**src/rtl/field_merge_scheduler_if.sv**
```systemverilog
// Stream bundle between the two encoder output FIFOs, the merge scheduler and the output FIFO.
// master = scheduler side (pops sources, pushes output); slave = FIFO side.
interface field_merge_scheduler_if #(
    parameter int IDX_W = 10
);
    logic             v_empty;
    logic [7:0]       v_data;
    logic [IDX_W-1:0] v_index;
    logic             v_last;
    logic             v_pop;

    logic             r_empty;
    logic [7:0]       r_data;
    logic [IDX_W-1:0] r_index;
    logic             r_last;
    logic             r_pop;

    logic             out_full;
    logic             out_push;
    logic [7:0]       out_data;

    modport master (
        input  v_empty, v_data, v_index, v_last,
        output v_pop,
        input  r_empty, r_data, r_index, r_last,
        output r_pop,
        input  out_full,
        output out_push, out_data
    );

    modport slave (
        output v_empty, v_data, v_index, v_last,
        input  v_pop,
        output r_empty, r_data, r_index, r_last,
        input  r_pop,
        output out_full,
        input  out_push, out_data
    );
endinterface

```
**src/rtl/field_merge_scheduler.sv**
```systemverilog
// Merges varint and raw-data field streams into one byte FIFO in ascending field-index order.
// Optional FIELD_MERGE_TIMEOUT_EN adds a stall timer that skips a missing field index.
//
// state | meaning
// SEL   | waiting for a source head whose index equals next_index
// GNT_V | copying the current varint field, byte per cycle
// GNT_R | copying the current raw-data field, byte per cycle
module field_merge_scheduler #(
    parameter int IDX_W   = 10,
    parameter int CNT_W   = 16,
    parameter int TIMEOUT = 1024
) (
    input  logic                    clock_clk,
    input  logic                    reset_reset_n,
    input  logic                    clr,
    field_merge_scheduler_if.master bus,
    output logic [IDX_W-1:0]        next_index,
    output logic                    busy,
    output logic [CNT_W-1:0]        byte_count,
    output logic                    dup_err
`ifdef FIELD_MERGE_TIMEOUT_EN
    ,
    output logic                    timeout_err
`endif
);

    typedef enum logic [1:0] {
        SEL   = 2'd0,
        GNT_V = 2'd1,
        GNT_R = 2'd2
    } state_t;

    state_t state;
    logic   go;
    logic   vm;
    logic   rm;
    logic   v_xfer;
    logic   r_xfer;
    logic   xfer;
    logic   xfer_last;

    // Nothing moves while reset or clear is asserted, so a clear mid-field drops it cleanly.
    assign go        = reset_reset_n & ~clr;
    assign vm        = ~bus.v_empty & (bus.v_index == next_index);
    assign rm        = ~bus.r_empty & (bus.r_index == next_index);
    assign v_xfer    = go & (state == GNT_V) & ~bus.v_empty & ~bus.out_full;
    assign r_xfer    = go & (state == GNT_R) & ~bus.r_empty & ~bus.out_full;
    assign xfer      = v_xfer | r_xfer;
    assign xfer_last = (v_xfer & bus.v_last) | (r_xfer & bus.r_last);

    assign bus.v_pop    = v_xfer;
    assign bus.r_pop    = r_xfer;
    assign bus.out_push = xfer;
    assign bus.out_data = v_xfer ? bus.v_data : (r_xfer ? bus.r_data : 8'h00);
    assign busy         = reset_reset_n & (state != SEL);

`ifdef FIELD_MERGE_TIMEOUT_EN
    localparam int TW = (TIMEOUT > 1) ? $clog2(TIMEOUT) : 1;
    localparam logic [TW-1:0] STALL_RELOAD = TW'(TIMEOUT - 1);

    logic [TW-1:0]    stall_cnt;
    logic             stalled;
    logic [IDX_W-1:0] min_index;

    assign stalled = (state == SEL) & ~vm & ~rm & (~bus.v_empty | ~bus.r_empty);

    always_comb begin
        min_index = bus.v_index;
        if (bus.v_empty)
            min_index = bus.r_index;
        else if (~bus.r_empty && (bus.r_index < bus.v_index))
            min_index = bus.r_index;
    end
`endif

    always_ff @(posedge clock_clk) begin
        if (!reset_reset_n || clr) begin
            state      <= SEL;
            next_index <= '0;
            byte_count <= '0;
            dup_err    <= 1'b0;
`ifdef FIELD_MERGE_TIMEOUT_EN
            stall_cnt   <= STALL_RELOAD;
            timeout_err <= 1'b0;
`endif
        end else begin
            if (xfer)
                byte_count <= byte_count + CNT_W'(1);
            case (state)
                SEL: begin
                    if (vm) begin
                        state <= GNT_V;
                        if (rm)
                            dup_err <= 1'b1;
                    end else if (rm) begin
                        state <= GNT_R;
                    end
                end
                GNT_V, GNT_R: begin
                    if (xfer_last) begin
                        next_index <= next_index + IDX_W'(1);
                        state      <= SEL;
                    end
                end
                default: state <= SEL;
            endcase
`ifdef FIELD_MERGE_TIMEOUT_EN
            // Down-counter: terminal count on the TIMEOUT-th consecutive stall cycle.
            if ((state == SEL) && (vm || rm)) begin
                stall_cnt <= STALL_RELOAD;
            end else if (stalled) begin
                if (stall_cnt == '0) begin
                    next_index  <= min_index;
                    timeout_err <= 1'b1;
                    stall_cnt   <= STALL_RELOAD;
                end else begin
                    stall_cnt <= stall_cnt - TW'(1);
                end
            end
`endif
        end
    end

endmodule
```
**src/flat_wrapper.sv**
```systemverilog
// flat-port wrapper written by rule: the top's interface ports become plain ports
module field_merge_scheduler_flat 
#(
    parameter int IDX_W   = 10,
    parameter int CNT_W   = 16,
    parameter int TIMEOUT = 1024
)
  (clock_clk, reset_reset_n, clr, next_index, busy, byte_count, dup_err, bus_v_empty, bus_v_data, bus_v_index, bus_v_last, bus_v_pop, bus_r_empty, bus_r_data, bus_r_index, bus_r_last, bus_r_pop, bus_out_full, bus_out_push, bus_out_data);
  field_merge_scheduler_if #(.IDX_W(IDX_W)) bus_i ();
  input  logic clock_clk;
  input  logic reset_reset_n;
  input  logic clr;
  output logic [IDX_W-1:0] next_index;
  output logic busy;
  output logic [CNT_W-1:0] byte_count;
  output logic dup_err;
  input wire logic [$bits(bus_i.v_empty)-1:0] bus_v_empty;
  input wire logic [$bits(bus_i.v_data)-1:0] bus_v_data;
  input wire logic [$bits(bus_i.v_index)-1:0] bus_v_index;
  input wire logic [$bits(bus_i.v_last)-1:0] bus_v_last;
  output wire logic [$bits(bus_i.v_pop)-1:0] bus_v_pop;
  input wire logic [$bits(bus_i.r_empty)-1:0] bus_r_empty;
  input wire logic [$bits(bus_i.r_data)-1:0] bus_r_data;
  input wire logic [$bits(bus_i.r_index)-1:0] bus_r_index;
  input wire logic [$bits(bus_i.r_last)-1:0] bus_r_last;
  output wire logic [$bits(bus_i.r_pop)-1:0] bus_r_pop;
  input wire logic [$bits(bus_i.out_full)-1:0] bus_out_full;
  output wire logic [$bits(bus_i.out_push)-1:0] bus_out_push;
  output wire logic [$bits(bus_i.out_data)-1:0] bus_out_data;
  assign bus_i.v_empty = bus_v_empty;
  assign bus_i.v_data = bus_v_data;
  assign bus_i.v_index = bus_v_index;
  assign bus_i.v_last = bus_v_last;
  assign bus_v_pop = bus_i.v_pop;
  assign bus_i.r_empty = bus_r_empty;
  assign bus_i.r_data = bus_r_data;
  assign bus_i.r_index = bus_r_index;
  assign bus_i.r_last = bus_r_last;
  assign bus_r_pop = bus_i.r_pop;
  assign bus_i.out_full = bus_out_full;
  assign bus_out_push = bus_i.out_push;
  assign bus_out_data = bus_i.out_data;
  field_merge_scheduler #(.IDX_W(IDX_W), .CNT_W(CNT_W), .TIMEOUT(TIMEOUT)) u_core (.clock_clk(clock_clk), .reset_reset_n(reset_reset_n), .clr(clr), .bus(bus_i), .next_index(next_index), .busy(busy), .byte_count(byte_count), .dup_err(dup_err));
endmodule
```
**config.mk**
```make
export PLATFORM = sky130hd
export DESIGN_NAME = field_merge_scheduler_flat
export DESIGN_NICKNAME = d
export VERILOG_FILES = /design/src/rtl/field_merge_scheduler_if.sv /design/src/rtl/field_merge_scheduler.sv /design/src/flat_wrapper.sv
export SDC_FILE = /design/constraint.sdc
export NUM_CORES = 1
export LEC_CHECK = 0
export BUFFER_PORTS_ARGS = -buffer_cell sky130_fd_sc_hd__buf_2
export CORE_ASPECT_RATIO = 0.5
export CORE_UTILIZATION = 36
export DETAILED_ROUTE_END_ITERATION = 16
export SETUP_SLACK_MARGIN = 0.1
export SYNTH_ARGS = -nofsm -noshare
export SYNTH_HDL_FRONTEND = slang
export SYNTH_SLANG_ARGS = --single-unit
```
**constraint.sdc**
```tcl
create_clock -name clock_clk -period 2.21 [get_ports clock_clk]
set_clock_uncertainty 0.05 [all_clocks]
set_input_delay 0.1105 -clock clock_clk [delete_from_list [all_inputs] [get_ports clock_clk]]
set_output_delay 0.1105 -clock clock_clk [all_outputs]
set_load 0.05 [all_outputs]
```
======== After elaboration in Yosys (flattened, before gate mapping) ========
Index checks and enable logic that the tools add are counted.
word-level totals
  register bits ........................... 29
  input port bits ......................... 44
  output and inout port bits .............. 39
  logic and storage cells ................. 44
operators by class
  $add $sub $neg .......................... 2
  eq/ne operators ......................... 6
  muxes and demuxes ....................... 6
  bitwise gates (word level) .............. 18
  reduce and logical (&&, ||, !) cells .... 8
operator list
  operator                                                                  number
  10-bit == test                                                            2
  16-bit by 1-bit adder with 16-bit output (second input constant)          1
  8-bit 2-to-1 mux                                                          2
  1-bit bitwise AND                                                         12
  10-bit by 1-bit adder with 10-bit output (second input constant)          1
  2-bit 2-to-1 mux                                                          3
  1-bit inverter                                                            4
  2-bit one-hot mux with 2 select lines                                     1
  2-bit AND reduction                                                       2
  3-bit by 1-bit inequality test with 1-bit output (second input constant)  1
  3-bit AND reduction                                                       1
  2-bit by 1-bit == test with 1-bit output (second input constant)          1
  2-bit == test (second input constant)                                     1
  2-bit zero test                                                           1
  2-bit by 1-bit inequality test with 1-bit output (second input constant)  1
  1-bit OR                                                                  2
  2-bit nonzero test                                                        1
  2-bit OR reduction                                                        1
  1-bit zero test                                                           1
  1-bit logical OR                                                          1

======== Depth between registers and ports, before layout ========
Gate-level depths: netlist of the first run.
  depth in word-level cells ............... 9
  gate-level depth with buffers ........... 8
  gate-level depth less buffers ........... 7

======== Worst setup path after synthesis of the first run ========
Ideal clock, no wire load.
  kind .................................... reg-to-output
  start ................................... register u_core.state[1]
  end ..................................... output bus_out_data[0]
  data arrival time ....................... 2119 ps
  data required time ...................... 2049 ps
  path slack .............................. -70 ps
  cell stages (with the launch flop) ...... 6
  buffers on the path ..................... 0
  cell sequence ........................... dfxtp_1 inv_1 ha_1 nand2b_2 nor3_2 a22o_1
between the ends
  elaborated cells on any way between the ends .. 10
  those cells by class .................... 2 x eq/ne; 2 x mux; 6 x bitwise
RTL lines
  item                                      line                         RTL
  start, declared                           field_merge_scheduler.sv:33  state_t state;
  start signal, assigned                    field_merge_scheduler.sv:78  state <= SEL;
  start signal, assigned                    field_merge_scheduler.sv:92  state <= GNT_V;
  start signal, assigned                    field_merge_scheduler.sv:96  state <= GNT_R;
  2-bit by 1-bit == test with 1-bit output  field_merge_scheduler.sv:46  assign v_xfer = go & (state == GNT_V) & ~bus.v_empty & ~bus.out_full;
  1-bit bitwise AND (3 in a row)            field_merge_scheduler.sv:46
  via bus_v_pop                             flat_wrapper.sv:21           output wire logic [$bits(bus_i.v_pop)-1:0] bus_v_pop;
  8-bit 2-to-1 mux                          field_merge_scheduler.sv:54  assign bus.out_data = v_xfer ? bus.v_data : (r_xfer ? bus.r_data : 8'h00);
  end, declared                             flat_wrapper.sv:29           output wire logic [$bits(bus_i.out_data)-1:0] bus_out_data;
The timed path passes the listed nets, and every way through them passes these cells.

======== Final worst setup path of the first run ========
  start ................................... register u_core.state[1]
  end ..................................... output bus_out_data[6]
between the ends
  word-level cells in the longest chain between the ends .. 6
  elaborated cells on any way between the ends .. 10
  those cells by class .................... 2 x eq/ne; 2 x mux; 6 x bitwise
ends and longest elaborated chain
  item                            line                         RTL
  2-bit == test                   field_merge_scheduler.sv:47  assign r_xfer = go & (state == GNT_R) & ~bus.r_empty & ~bus.out_full;
  1-bit bitwise AND (3 in a row)  field_merge_scheduler.sv:47
  8-bit 2-to-1 mux                field_merge_scheduler.sv:54
  8-bit 2-to-1 mux (*)            field_merge_scheduler.sv:54
Mark *: on every way between the ends. The rest lies on a longest branch, timed or not.

==> summary.md, run 1 <==
| Metric | Value |
|---|---|
| Pwr/cell area | 485 nW/um^2 |
| First-iteration detailed-routing DRC count | 40 |
| Category of cells accounting for the largest share of critical-path delay | buffers and inverters |
| Detail Route Antenna Nets | 0 |
| Number of cells on the worst reg-to-reg path | 7 |
| Post-placement setup slack | 0.339 ns |
| Synthesized area per cell | around 9 um^2 |
| Minimum period implied by the final worst setup slack | 2.00 ns |
| Synthesis-stage register bit count | 29 |
| Routed via count divided by cell count | approximately 4.8 |
| Largest net degree at the start of global routing | 32 |
| Wire length of the first global-routing pass | around 7.0 mm |
| Number of cells produced by synthesis | roughly 200 |
| Share of final-layout standard cells stronger than drive strength 1 | 0.388 |
| Setup slack of the critical path after layout | 0.212 ns |
| Hold Path End | u_core.state[0] |
| Synth top area share | 0.322 |
| Clock network latency to the later pin of the worst-skew pair | approximately 0.28 ns |
| DRC | 0 |
| Share of the yosys chip area belonging to registers | 0.322 |
| Area of the core region | around 4600 um^2 |
| Last weighted congestion value of the routability-driven placer | between 0.7 and 0.8 |
| Die Outline Area | about 5300 um^2 |
| IO Pins | between 80 and 90 |
| Result of the run | complete, no violations |
| H-tree lvl count | 2 |
| Min-delay src | bus_v_empty |
| Clock tree root buffer cell | clkbuf_8 |
| Total negative setup slack | 0 ns |
| Achievable frequency | 0.500 GHz |
| Die H | between 50 and 60 um |
| Number of endpoints failing setup at the final stage | 0 |
| # rows | 17 |
| Clock Sink Count | 29 |
| EDFF count, synth | 0 |
| Worst path cell trace | inv_1 > ha_1 > nand2b_4 > nor3_4 > buf_12 > a22o_1 > buf_2 |
| Largest area contributor in the synthesized netlist | dfxtp_1 |
| Antenna violations before repair | 0 |
| Register-to-register path setup slack | ~0.29 ns |
| Total of hold buffers inserted after clock tree synthesis | 0 |
| Horizontal die dimension | a little over 100 um |
| Final core utilization | 0.531 |
| Slowest cell on the critical path | dfxtp_1 |
| Hold/Removal Path Class | in2reg |
| Type of the setup path with the least slack | reg2out |
| # diodes | 0 |
| Aggregate routed wire length | 4.89 mm |
| Leftover overflow at the end of global routing | 0 |
| Async set-reset flop share out of synthesis | 0 |
| Leakage power | about 1.1 nW |
| Largest fanout on the critical path | 9 |
| Overall global routing resource usage | 0.179 |
| CP required | just over 2 ns |
| Yosys Warn Count | 0 |
| Kind of start point of the critical path | flop |
| Final HPWL DP | between 3 and 4 mm |
| Synth cell types | 46 |
| Launch instance of the worst register-to-register path | u_core.state[1] |
| Routed len/inst | about 14 um |
| Slew margin rel. | 0.637 |
| Delay contributed by the slowest stage of the critical path | 0.34 ns |
| Capture instance of the worst register-to-register path | u_core.next_index[4] |
| Effective utilization at floorplan | 0.392 |
| CTS clock-pin slew for the worst setup and hold paths | roughly 0.06 ns |
| Leading register cell type out of synthesis | dfxtp_1 |
| Vias after detailed routing | between 1,500 and 2,000 |
| CTS tree | done |
| Post-route fraction of the period consumed by the critical path | 0.904 |
| Number of global-route vias before repair | around 1,500 |
| RSZ-0062 raised after global routing | false |
| Length of the first detailed-routing pass in iterations | 4 |
| Least-Margin Pin Slew | around 0.54 ns |
| Total of max-cap violations | 0 |
| Number of buffers on the longest clock path | 2 |
| Number of buffers added on ports | about 80 |
| Number of non-filler instances in the completed layout | 347 |
| Post-synthesis to final-layout area growth | 35.3% |
| Critical Path AT | approximately 1.8 ns |
| Netlist Area Pre-Place | between 1500 and 2000 um^2 |
| Largest cells by area after synthesis | dfxtp_1 32%, xor2_1 15%, nor2_1 5.4% |
| Total Nets Final | 329 |
| Buf/Inv on CP | 3 |
| Number of slew-limit violations in the final report | 0 |
| Syn Nets | around 240 |
| Final hold violations | 0 |
| Type of destination of the critical path | output pin |
| Hold path depth | 5 |
| Total CTS buffers | 5 |
| Worst IR drop on VDD | about 0.00022 V |
| Dpl cells | ~340 |
[cells by family (layout without fill, tap and decap cells)]
kind of cell               count (synthesis)  in the layout  synth area share
xor gates and xnor gates                  41             41             0.199
and+or+nand+nor                           78             78             0.253
adders and majority gates                  5              5            0.0347
buffers and inverters                     12             98            0.0326
muxes                                      2              2            0.0111
AOI/OAI and AO/OA                         28             28             0.148
DFF                                       29             29             0.322
[placed cells by master, fill, tap and decap left out, types with 5 or more instances in the layout]
| master | Yosys | routed |
|---|---|---|
| buf_2 | 1 | 82 |
| xor2_1 | 30 | 30 |
| dfxtp_1 | 29 | 29 |
| nor2_1 | 26 | 26 |
| xnor2_1 | 11 | 11 |
| a22o_1 | 8 | 8 |
| nand2_1 | 8 | 8 |
| nand3_1 | 7 | 7 |
| nand4_1 | 6 | 6 |
| clkbuf_8 | 0 | 6 |
| o2111ai_1 | 5 | 5 |
| ha_1 | 5 | 5 |
[through the flow]
stage	area [um^2]	power, W	hold slack [ns]
3_5_place_dp	2290	0.000619	0.416
4_1_cts	2410	0.00119	0.262
3_3_place_gp	2290	0.000619	0.401
6_report	2440	0.00118	0.265
5_1_grt	2440	0.00122	0.291
2_1_floorplan	1820	0.000572	0.382
[layer usage]
metal	up-vias	track usage	routed length [um]
li1	858	-	-
met1	751	0.231	2250
met2	65	0.295	2240
met3	8	0.0403	332
met4	0	0.0643	61
met5	-	0	0
[cell type report]
cell class              instances  area [um^2]
multi-input cells             154         1190
inverters                       4         15.0
repair buffers                 86          453
clock inverters                 1         30.0
clock buffers                   7         86.3
well taps                      66         82.6
fillers                       445         2150
flip-flops and latches         29          581
[how the worst max path moves through the flow]
stage	endpoint	slack (ns)	cells past startpoint	start
floorplan	u_core.byte_count[6]	0.15	6	u_core.byte_count[0]
global placement	u_core.byte_count[6]	0.39	7	u_core.state[0]
detailed placement	u_core.byte_count[7]	0.34	7	u_core.state[0]
CTS	bus_out_data[6]	0.11	6	u_core.state[1]
global route	bus_out_data[6]	0.12	7	u_core.state[1]
finish	bus_out_data[6]	0.21	7	u_core.state[1]
[sequential cells by signal, indices dropped and copies added (netlist names)]
signal,cells
u_core.next_index,10
u_core.state,2
u_core.byte_count,16
u_core.dup_err,1
[power by group]
| part | leakage (nW) | internal (W) | switching (W) | total (W) |
|---|---|---|---|---|
| clock network | 0.0585 | 0.000367 | 0.000208 | 0.000575 |
| registers | 0.233 | 0.000523 | 0.00000000885 | 0.000523 |
| logic | 0.830 | 0.0000417 | 0.0000432 | 0.0000850 |
[Yosys cell counts, types with 3 or more instances]
library cell and number:
nor2_1 26, clkbuf_1 3, inv_1 4, nand3_1 7, nor3_1 4, nand2_1 8
ha_1 5, xor2_1 30, xnor2_1 11, o2111ai_1 5, nand4_1 6, dfxtp_1 29
and4_1 3, a22o_1 8, and3_1 5
[worst min-delay path: stages]
cell and delay (ns):
buf_2 0.11, or4_4 0.14, nor3_4 0.05, nand3b_1 0.07, a21oi_1 0.06
[timing repair]
| action | in CTS | in global routing |
|---|---|---|
| setup endpoints to repair | 8 | 8 |
| buffers inserted | 0 | 1 |
| pin swaps | 0 | 1 |
| gates resized for setup | 1 | 3 |
Note: power is estimated with default switching activity, not from simulation.
==> run 2: changes to the inputs <==
- GPL_TIMING_DRIVEN: default -> 0
==> summary.md, run 2 (synthesis results as in run 1) <==
| Metric | Value |
|---|---|
| Vias after detailed routing | 1,704 (was 1,682) |
| Clock tree root buffer cell | clkbuf_8 (unchanged) |
| Launch instance of the worst register-to-register path | u_core.state[0] (was u_core.state[1]) |
| Register-to-register path setup slack | 0.25 ns (was 0.29 ns) |
| Fraction of power consumed by sequential logic | 0.444 (was 0.442) |
| Total Nets Final | 333 (was 329) |
| Number of cells on the worst reg-to-reg path | 8 (was 7) |
| Routing usage on met2 | 0.284 (was 0.295) |
| Die H | 52.0 um (unchanged) |
| Number of endpoints failing setup at the final stage | 0 (unchanged) |
| H-tree lvl count | 2 (unchanged) |
| Horizontal die dimension | 102 um (unchanged) |
| Dpl cells | 342 (was 338) |
| Kind of start point of the critical path | flop (unchanged) |
| Wire length of the first global-routing pass | 7.00 mm (unchanged) |
| Share of total power in combinational logic | 0.074 (was 0.072) |
| Leftover overflow at the end of global routing | 0 (unchanged) |
| Leakage power | 1.13 nW (was 1.12 nW) |
| RSZ-0062 raised after global routing | false (unchanged) |
| Number of global-route vias before repair | 1,493 (was 1,452) |
| Worst IR drop on VDD | 0.000256 V (was 0.000218 V) |
| Pwr/cell area | 477 nW/um^2 (was 485 nW/um^2) |
| IO Pins | 83 (unchanged) |
| GR Layer Usage met3 | 0.0390 (was 0.0403) |
| Number of buffers on the longest clock path | 2 (unchanged) |
| Internal power | 0.000933 W (was 0.000932 W) |
| Minimum period implied by the final worst setup slack | 2.03 ns (was 2.00 ns) |
| Number of buffers added on ports | 81 (was 82) |
| Hold Path End | u_core.state[0] (unchanged) |
| Total CTS buffers | 5 (unchanged) |
| Clock Sink Count | 29 (unchanged) |
| Final hold violations | 0 (unchanged) |
| Final HPWL DP | 3.63 mm (was 3.65 mm) |
| Largest Register | u_core.byte_count (unchanged) |
| Least-Margin Pin Slew | 0.518 ns (was 0.540 ns) |
| Type of the setup path with the least slack | reg2out (unchanged) |
| Antenna violations before repair | 0 (unchanged) |
| # rows | 17 (unchanged) |
| DRC | 0 (unchanged) |
| Total of max-cap violations | 0 (unchanged) |
| Number of non-filler instances in the completed layout | 351 (was 347) |
| Registers with the highest flip-flop counts | u_core.byte_count (16), u_core.next_index (10), u_core.state (2) (unchanged) |
| CP required | 2.05 ns (about the same) |
| Slew margin rel. | 0.652 (was 0.637) |
| Largest net degree at the start of global routing | 11 (was 32) |
| Overall global routing resource usage | 0.175 (was 0.179) |
| Aggregate routed wire length | 4.69 mm (was 4.89 mm) |
| Detail Route Antenna Nets | 0 (unchanged) |
| # diodes | 0 (unchanged) |
| Layer carrying the most global-route usage | met2 (unchanged) |
| Total negative setup slack | 0 ns (unchanged) |
| Die Outline Area | 5310 um^2 (unchanged) |
| Length of the first detailed-routing pass in iterations | 4 (unchanged) |
| Area of the core region | 4590 um^2 (unchanged) |
| Number of flip-flops under the largest register name | 16 (unchanged) |
| Clock network latency to the later pin of the worst-skew pair | 0.28 ns (about the same) |
| Met1 Track Usage GR | 0.236 (was 0.231) |
| Type of destination of the critical path | output pin (unchanged) |
| Routed len/inst | 13.4 um (was 14.1 um) |
| Clk network pwr share | 0.482 (was 0.486) |
| Min-delay src | bus_v_empty (unchanged) |
| Achievable frequency | 0.492 GHz (was 0.500 GHz) |
| First-iteration detailed-routing DRC count | 57 (was 40) |
| Most common library cell in the layout ignoring fill and taps | buf_2 (unchanged) |
| Share of final-layout standard cells stronger than drive strength 1 | 0.382 (was 0.388) |
| CTS clock-pin slew for the worst setup and hold paths | 0.06 ns (about the same) |
| Post-route fraction of the period consumed by the critical path | 0.920 (was 0.904) |
| Critical Path AT | 1.87 ns (was 1.84 ns) |
| Hold/Removal Path Class | in2reg (unchanged) |
| Routed via count divided by cell count | 4.85 (about the same) |
| Capture instance of the worst register-to-register path | u_core.state[1] (was u_core.next_index[4]) |
| Result of the run | complete, no violations (unchanged) |
| Most frequent cells in the layout | 75 x buf_2, 30 x xor2_1, 29 x dfxtp_1 (was 82 x buf_2, 30 x xor2_1, 29 x dfxtp_1) |
| Effective utilization at floorplan | 0.392 (unchanged) |
| Post-synthesis to final-layout area growth | 37.0% (was 35.3%) |
| Number of slew-limit violations in the final report | 0 (unchanged) |
| Switching share of power | 0.208 (was 0.212) |
| Hold path depth | 5 (unchanged) |
| Power spent charging and discharging nets | 0.000244 W (was 0.000251 W) |
| FILL cells | 444 (was 445) |
| Last weighted congestion value of the routability-driven placer | 0.781 (was 0.769) |
| Largest fanout on the critical path | 8 (was 9) |
| CTS tree | done (unchanged) |
run 2: routing by layer:
metal / share of wire / wire (um)
met2: 0.45 / 2110
met4: 0.0094 / 44
met1: 0.46 / 2180
met5: 0 / 0
met3: 0.075 / 351
run 2: critical path: stages (launching register included):
cell,delay [ns]
dfxtp_1,0.36
inv_1,0.08
ha_1,0.22
nor3b_2,0.16
and3_1,0.19
clkbuf_2,0.16
a22o_1,0.20
clkbuf_4,0.21
run 2: power by group through the flow:
stage / Combinational (W) / Sequential (W) / Clock, W
after detailed placement: 0.0000868 / 0.000534 / 0
after global routing: 0.0000952 / 0.000522 / 0.000595
after CTS: 0.0000878 / 0.000523 / 0.000576
after global placement: 0.0000866 / 0.000534 / 0
after floorplan: 0.0000373 / 0.000534 / 0
final: 0.0000870 / 0.000523 / 0.000568
run 2: layout make-up:
cell class              count  area (um^2)  share of cell area
repair buffers             82          443               0.179
clock inverters             1         30.0              0.0122
inverters                   4         15.0             0.00608
multi-input cells         154         1190               0.481
well taps                  66         82.6              0.0334
clock buffers               7         86.3              0.0350
flip-flops and latches     29          581               0.235
plain buffers               8         45.0              0.0182
run 2: worst max-delay path by stage:
stage | start | endpoint | slack (ns)
6_report | u_core.state[0] | bus_out_data[4] | 0.18
5_1_grt | u_core.state[0] | bus_out_data[4] | 0.1
4_1_cts | u_core.state[0] | bus_out_data[6] | 0.11
3_5_place_dp | u_core.state[1] | bus_out_data[6] | 0.23
3_3_place_gp | u_core.state[1] | bus_out_data[6] | 0.26
2_1_floorplan | u_core.byte_count[0] | u_core.byte_count[6] | 0.15
run 2: stage by stage:
stage / power, W / hold slack, ns / setup WS, ns / area (um^2) / utilization
detailed placement: 0.000621 / 0.414 / 0.227 / 2300 / 0.502
global placement: 0.000621 / 0.404 / 0.261 / 2300 / 0.502
finish: 0.00118 / 0.247 / 0.177 / 2470 / 0.538
CTS: 0.00119 / 0.248 / 0.106 / 2430 / 0.528
global route: 0.00121 / 0.264 / 0.0985 / 2470 / 0.538
floorplan: 0.000572 / 0.382 / 0.146 / 1820 / -
run 2: repair_timing:
item / CTS / global route
hold buffers: 0 / 0
endpoints found under the setup margin: 8 / 8
pin swaps: 0 / 0
buffers inserted: 0 / 1
gates resized for setup: 2 / 9
cloned: 0 / 0
hold endpoints to repair: 0 / 0
